==> config.mk <==
export PLATFORM = sky130hd
export DESIGN_NAME = ones_frame_accumulator
export DESIGN_NICKNAME = d
export VERILOG_FILES = /design/src/rtl/ones_frame_accumulator.sv
export SDC_FILE = /design/constraint.sdc
export NUM_CORES = 1
export LEC_CHECK = 0
export CORE_MARGIN = 4
export CORE_UTILIZATION = 55
export DETAILED_ROUTE_END_ITERATION = 16
export DONT_BUFFER_PORTS = 1
export MAX_ROUTING_LAYER = met4
export PLACE_DENSITY = 0.67
export SETUP_SLACK_MARGIN = 0.3
export SYNTH_ARGS = -nofsm -noshare
export SYNTH_HDL_FRONTEND = slang
export SYNTH_SLANG_ARGS = --single-unit
==> constraint.sdc <==
create_clock -name clk -period 2.5 [get_ports clk]
set_input_delay 0.5 -clock clk [delete_from_list [all_inputs] [get_ports clk]]
set_output_delay 0.5 -clock clk [all_outputs]
set_load 0.02 [all_outputs]
==> src/rtl/ones_frame_accumulator.sv <==
// ones_frame_accumulator: sums FRAME_LEN ones counts into a saturating frame total with max/min, handed off over valid/ready.
// Optional ONES_FRAME_THRESH_EN adds a thresh input and a frame_over flag.
module ones_frame_accumulator #(
    parameter int COUNT_WIDTH = 3,
    parameter int FRAME_LEN   = 8,
    parameter int TOTAL_WIDTH = 6
) (
    input  logic                   clk,
    input  logic                   reset,
    input  logic                   in_valid,
    output logic                   in_ready,
    input  logic [COUNT_WIDTH-1:0] in_count,
    output logic                   out_valid,
    input  logic                   out_ready,
    output logic [TOTAL_WIDTH-1:0] frame_total,
    output logic [COUNT_WIDTH-1:0] frame_max,
    output logic [COUNT_WIDTH-1:0] frame_min,
    output logic                   frame_sat
`ifdef ONES_FRAME_THRESH_EN
    ,
    input  logic [TOTAL_WIDTH-1:0] thresh,
    output logic                   frame_over
`endif
);
    localparam logic ACCUM = 1'b0;
    localparam logic HOLD  = 1'b1;
    localparam int IW = $clog2(FRAME_LEN);
    localparam int SW = (TOTAL_WIDTH > COUNT_WIDTH ? TOTAL_WIDTH : COUNT_WIDTH) + 1;
    localparam logic [SW-1:0] TOP = SW'({TOTAL_WIDTH{1'b1}});

    logic                   state_q, state_d;
    logic [IW-1:0]          idx_q, idx_d;
    logic [TOTAL_WIDTH-1:0] tot_q, tot_d, tot_n;
    logic [COUNT_WIDTH-1:0] max_q, max_d, max_n, min_q, min_d, min_n;
    logic                   sat_q, sat_d, sat_n;
    logic [SW-1:0]          sum;
    logic                   accept, last, clr, ovf;

    assign in_ready  = state_q == ACCUM;
    assign out_valid = state_q == HOLD;

    always_comb begin
        accept  = in_valid && state_q == ACCUM;
        last    = accept && idx_q == IW'(FRAME_LEN - 1);
        clr     = state_q == HOLD && out_ready;
        sum     = SW'(tot_q) + SW'(in_count);
        ovf     = sum > TOP;
        tot_n   = ovf ? '1 : sum[TOTAL_WIDTH-1:0];
        max_n   = in_count > max_q ? in_count : max_q;
        min_n   = in_count < min_q ? in_count : min_q;
        sat_n   = sat_q | ovf;
        // accumulators keep the completed frame through HOLD and clear on the handoff
        tot_d   = clr ? '0 : accept ? tot_n : tot_q;
        max_d   = clr ? '0 : accept ? max_n : max_q;
        min_d   = clr ? '1 : accept ? min_n : min_q;
        sat_d   = clr ? 1'b0 : accept ? sat_n : sat_q;
        idx_d   = last ? '0 : accept ? idx_q + 1'b1 : idx_q;
        state_d = last ? HOLD : clr ? ACCUM : state_q;
    end

    always_ff @(posedge clk) begin
        if (reset) begin
            state_q     <= ACCUM;
            idx_q       <= '0;
            tot_q       <= '0;
            max_q       <= '0;
            min_q       <= '1;
            sat_q       <= 1'b0;
            frame_total <= '0;
            frame_max   <= '0;
            frame_min   <= '1;
            frame_sat   <= 1'b0;
        end else begin
            state_q <= state_d;
            idx_q   <= idx_d;
            tot_q   <= tot_d;
            max_q   <= max_d;
            min_q   <= min_d;
            sat_q   <= sat_d;
            if (last) begin
                frame_total <= tot_n;
                frame_max   <= max_n;
                frame_min   <= min_n;
                frame_sat   <= sat_n;
            end
        end
    end

`ifdef ONES_FRAME_THRESH_EN
    always_ff @(posedge clk) begin
        if (reset) frame_over <= 1'b0;
        else if (last) frame_over <= tot_n >= thresh;
    end
`endif
endmodule

### Yosys cells after proc, flatten, opt, wreduce, memory -nomap -nowiden

Index checks and enable logic that the tools add are counted.

| storage, ports and cells | value |
|---|---|
| register bits after elaboration | 30 |
| bits of input ports | 7 |
| output and inout bits | 15 |

| operators by class | value |
|---|---|
| $add $sub $neg | 2 |
| order comparisons | 3 |
| equal/unequal tests | 1 |
| multiplexer cells | 5 |
| bitwise gates (word level) | 2 |
| reductions and logical operators | 6 |

Operators with widths:

| kind | count |
|---|---|
| 6-bit by 3-bit adder with 7-bit output | 1 |
| 7-bit by 6-bit > comparator with 1-bit output (second input constant) | 1 |
| 3-bit 2-to-1 mux | 2 |
| 6-bit 2-to-1 mux | 1 |
| 2-bit OR reduction | 2 |
| 3-bit by 1-bit adder with 3-bit output (second input constant) | 1 |
| 3-bit equality test (second input constant) | 1 |
| 3-bit > comparator | 1 |
| 1-bit logical AND | 3 |
| 3-bit less-than comparator | 1 |
| 1-bit 2-to-1 mux | 2 |
| 2-bit nonzero test | 1 |
| 1-bit NOT | 1 |
| 1-bit OR | 1 |

### Logic depth before layout (Yosys ltp)

| logic depth | value |
|---|---|
| depth in word-level cells | 4 |
| mapped depth | 7 |

### Least setup slack after synthesis

No wires, ideal clock.

| timing path | value |
|---|---|
| path kind | input to register |
| start point | input port in_count[0] |
| end point | register frame_total[3] |
| library setup time | 127 ps |
| data arrival time | 1,804 ps |
| required time | 2,373 ps |
| path slack | 569 ps |
| stages | 7 |
| cells stage by stage | ha_1 -> inv_1 -> fa_1 -> nor2b_4 -> o2111a_1 -> a22o_1 -> or3_1 |

| on the way | value |
|---|---|
| cells in the longest elaborated chain, start to end | 3 |

Ends and longest elaborated chain:

| item | RTL line | RTL |
|---|---|---|
| start: declaration | 12 | `input logic [COUNT_WIDTH-1:0] in_count,` |
| 6-bit by 3-bit adder with 7-bit output * | 46 | `sum = SW'(tot_q) + SW'(in_count);` |
| 7-bit by 6-bit > comparator with 1-bit output | 47 | `ovf = sum > TOP;` |
| 6-bit 2-to-1 mux * | 48 | `tot_n = ovf ? '1 : sum[TOTAL_WIDTH-1:0];` |
| end signal: assignment | 81 | `frame_total <= tot_n;` |
| end: declaration | 15 | `output logic [TOTAL_WIDTH-1:0] frame_total,` |

Every way passes the cells marked *; elsewhere a longest branch is shown, timed or not.
A chain may end at the register's enable or synchronous reset.

### Worst setup path in the final report

| timing path | value |
|---|---|
| start point | register tot_q[0] |
| end point | register frame_total[3] |

| on the way | value |
|---|---|
| cells in the longest elaborated chain, start to end | 3 |

Ends and longest elaborated chain:

| item | RTL line | RTL |
|---|---|---|
| start: declaration | 33 | `logic [TOTAL_WIDTH-1:0] tot_q, tot_d, tot_n;` |
| start signal: assignment | 76 | `tot_q <= tot_d;` |
| 6-bit by 3-bit adder with 7-bit output * | 46 |  |
| 7-bit by 6-bit > comparator with 1-bit output | 47 |  |
| 6-bit 2-to-1 mux * | 48 |  |

Marked as above.

==> out/summary.md <==
The most used flip-flop cell after synthesis was dfxtp_1. The tools report the number of global-route vias before repair as 1251. The logs give 0.572 for the starting density of the core and 601 um2 for the area taken by flip-flops and latches. The cell area that synthesis handed to floorplanning was 1580 um2. The tools report the number of antenna violations at the first check in global routing as 0. Kind of path behind the tightest hold check: in -> reg.

In the final design database the tool counted 192 nets. Setup repair after global routing left no endpoint under its margin. The global router's overall resource usage was 0.216; the overall via count from detail_route was 1274.

The tools report the number of buffers inserted by hold repair at cts as 0. For this run, the top clock speed supported by timing is 545 MHz. For the final number of hold-violating endpoints, the log shows 0. Total power for the finished layout comes to 0.00105 W.

The H-tree was split into 2 levels. The time the final worst path needs with I/O delays and setup came out at 1.84 ns. The required arrival time at the worst endpoint came out at 2.72 ns. STA classifies the critical path startpoint as a register. In this run the remaining antenna-violating nets after routing total 0. In this run the vertical extent of the chip is 61.5 um. The run gives 0 as the count of unresolved DRC violations after routing. After synthesis, the mean cell area works out to 9.22 um2. The flow ran to the end, and the final reports show no timing, DRC or antenna violations. Dividing the detail-routed via count by the number of cells gives 6.18. The multi-input combinational cells in the finished layout cover a total of 885 um2. The tool flagged a number of max-cap violations equal to 0. Port buffering added 0 buffers. TritonCTS built the clock tree. The core area came out at 2760 um2.

Clock tree synthesis inserted a total of 5 buffers. The worst max-slew margin expressed relative to the limit was 0.495. The startpoint identified for the worst register-to-register timing path is tot_q[0]. The critical register-to-register path endpoint was frame_total[3]. From synthesis to final layout, the design area changed by 6.11%. The power per unit of standard cell area was 628 nW/um2. The tools report the post-detailed-placement half-perimeter wirelength as 2410 um. 22 I/O pins were placed.

The number of sinks driven by the clock tree was 30. The first global-routing pass estimated 5740 um of wire. The final critical-path share of the clock period was 0.734; the share of the synthesized area in the top cell type was 0.381.

The worst-case IR drop observed on VDD is 0.398 mV. The finished cells cover 1670 um2. The worst setup path is captured at a register. The logs give 0 for the final setup violation count and 0.815 for the weighted congestion at the end of routability-driven global placement. The run gives 0 as the number of buffers inserted to repair setup after CTS.

Most common cell after layout, fill and taps aside: dfxtp_1. Worst setup path endpoint: frame_total[3]. The remaining global-route overflow is 0, and the proportion of synthesized flip-flops having asynchronous set or reset is 0. The fraction of final layout cells sized beyond drive strength 1 is 0.137.

The top cell types in the final layout, fill and taps aside, are dfxtp_1 (30), nand2_1 (23), inv_1 (11), ha_1 (10), a21oi_1 (9). In this run the static leakage power is 0.717 nW. Counting flops with a built-in enable in the synthesized netlist gives 0.

Entering global routing, the biggest net connects 17 pins. The routed design has 3330 um of wire. The final antenna diode count is 0, and the placed instance area is 1600 um2.

Clock latency on the worst-skew pair, taken at its later pin, is 0.33 ns. In the final routed layout, each cell accounts on average for 16.2 um. The critical path is of the reg -> reg type.

The number of cells on the worst reg-to-reg path is 7. Once the clock tree was built, the resizer swapped 0 gates to a different size. The actual slew at the worst max-slew pin was 0.758 ns.

The logs give 0 for the yosys synthesis warning count and 0 ns for the total negative slack. The die is 61.5 um wide. Synthesis handed over a netlist of 171 instances. In the post-synthesis netlist, the biggest area contributors are dfxtp_1 (38%), ha_1 (7.9%), nand2_1 (5.5%), o211ai_2 (3.2%), a21oi_1 (2.9%). Of all nets on the critical path, the largest fanout is 5.

The netlist uses 48 different library cells. Flop and latch count out of synthesis: 30. The tools report the clock root buffer master as clkbuf_4. Setup slack on the worst reg-to-reg path comes out at 0.66 ns. The initial DRC count came out at 105. Final-report max-slew violation count: 0.

The most critical setup path has its startpoint at tot_q[0]. Cell type with the highest aggregate area in the netlist: dfxtp_1. The number of nets in the synthesized netlist is 189. The clock-pin slew on the worst setup and hold paths works out to 0.10 ns. For this run, the detailed router's first-pass iteration total came to 5.

For the final database, setup skew stands at 0.00616 ns. Worst path arrival time: 2.06 ns. The initialized floorplan defines 19 standard-cell rows. Sequential cell area fraction in the yosys report: 0.381.

The fill cell total of the finished layout was 264; the largest buffer count on any clock path was 2. Die area: 3790 um2.
[routing by layer]
metal / part of all wire / global-route usage / vias up / wire, um
met5: 0 / - / - / 0
met4: 0.014 / 0.0727 / 0 / 47
met3: 0.067 / 0.0692 / 5 / 222
met2: 0.49 / 0.350 / 35 / 1620
met1: 0.43 / 0.250 / 597 / 1440
li1: - / - / 637 / -
[cell usage after synthesis (3+ instances only)]
cell type / instances
buf_2: 4
a21o_1: 3
o211ai_1: 3
a2bb2oi_1: 3
a31oi_1: 3
inv_1: 11
o21ai_0: 6
ha_1: 10
dfxtp_1: 30
nor2_1: 7
a21oi_1: 9
a22o_1: 4
o211ai_2: 4
o311ai_0: 4
nor3_1: 6
nand2_1: 23
[state kept, by name (all words and copies together) (netlist names)]
register     cells
out_valid        1
frame_total      6
frame_min        3
tot_q            6
max_q            3
min_q            3
sat_q            1
idx_q            3
frame_max        3
frame_sat        1
[area by class of cell]
cell class | instances | share of cell area
multi-input cells | 122 | 0.529
flip-flops and latches | 30 | 0.359
inverters | 11 | 0.0247
clock inverters | 3 | 0.0239
well taps | 31 | 0.0232
clock buffers | 5 | 0.0224
repair buffers | 4 | 0.0180
[per-stage QoR]
stage / std cells / util / hold slack [ns] / setup WS, ns
after floorplan: 171 / - / 0.438 / 0.569
after global placement: 198 / 0.578 / 0.447 / 0.533
after detailed placement: 198 / 0.578 / 0.458 / 0.477
after CTS: 206 / 0.607 / 0.217 / 0.668
after global routing: 206 / 0.607 / 0.201 / 0.566
final: 206 / 0.607 / 0.234 / 0.664
[worst min-delay path by stage]
stage / start / end / slack (ns) / cells after the start
6_report: reset / frame_sat / 0.23 / 1
3_5_place_dp: sat_q / sat_q / 0.46 / 2
2_1_floorplan: sat_q / sat_q / 0.44 / 2
4_1_cts: reset / frame_sat / 0.22 / 1
3_3_place_gp: idx_q[1] / idx_q[1] / 0.45 / 2
5_1_grt: reset / frame_sat / 0.20 / 1
[logic make-up after synthesis]
logic type                 share of synthesized area
xor gates and xnor gates                      0.0111
adders and majority gates                     0.0921
muxes                                         0.0127
DFF                                            0.381
AOI/OAI and AO/OA                              0.290
buffers and inverters                         0.0579
and+or+nand+nor                                0.156
[power breakdown]
part           switching [W]  total, W  internal, W
Sequential         0.0000136  0.000510     0.000496
Clock               0.000183  0.000390     0.000207
Combinational      0.0000926  0.000152    0.0000592
Total               0.000289   0.00105     0.000762
[worst max-delay path, cell delays in order, from the launching register on]
cell,delay (ns)
dfxtp_1,0.33
ha_1,0.20
inv_1,0.07
fa_1,0.24
nor2b_4,0.07
o2111a_1,0.29
a22o_1,0.22
or3_1,0.30
Power figures use the tool's default switching activity.
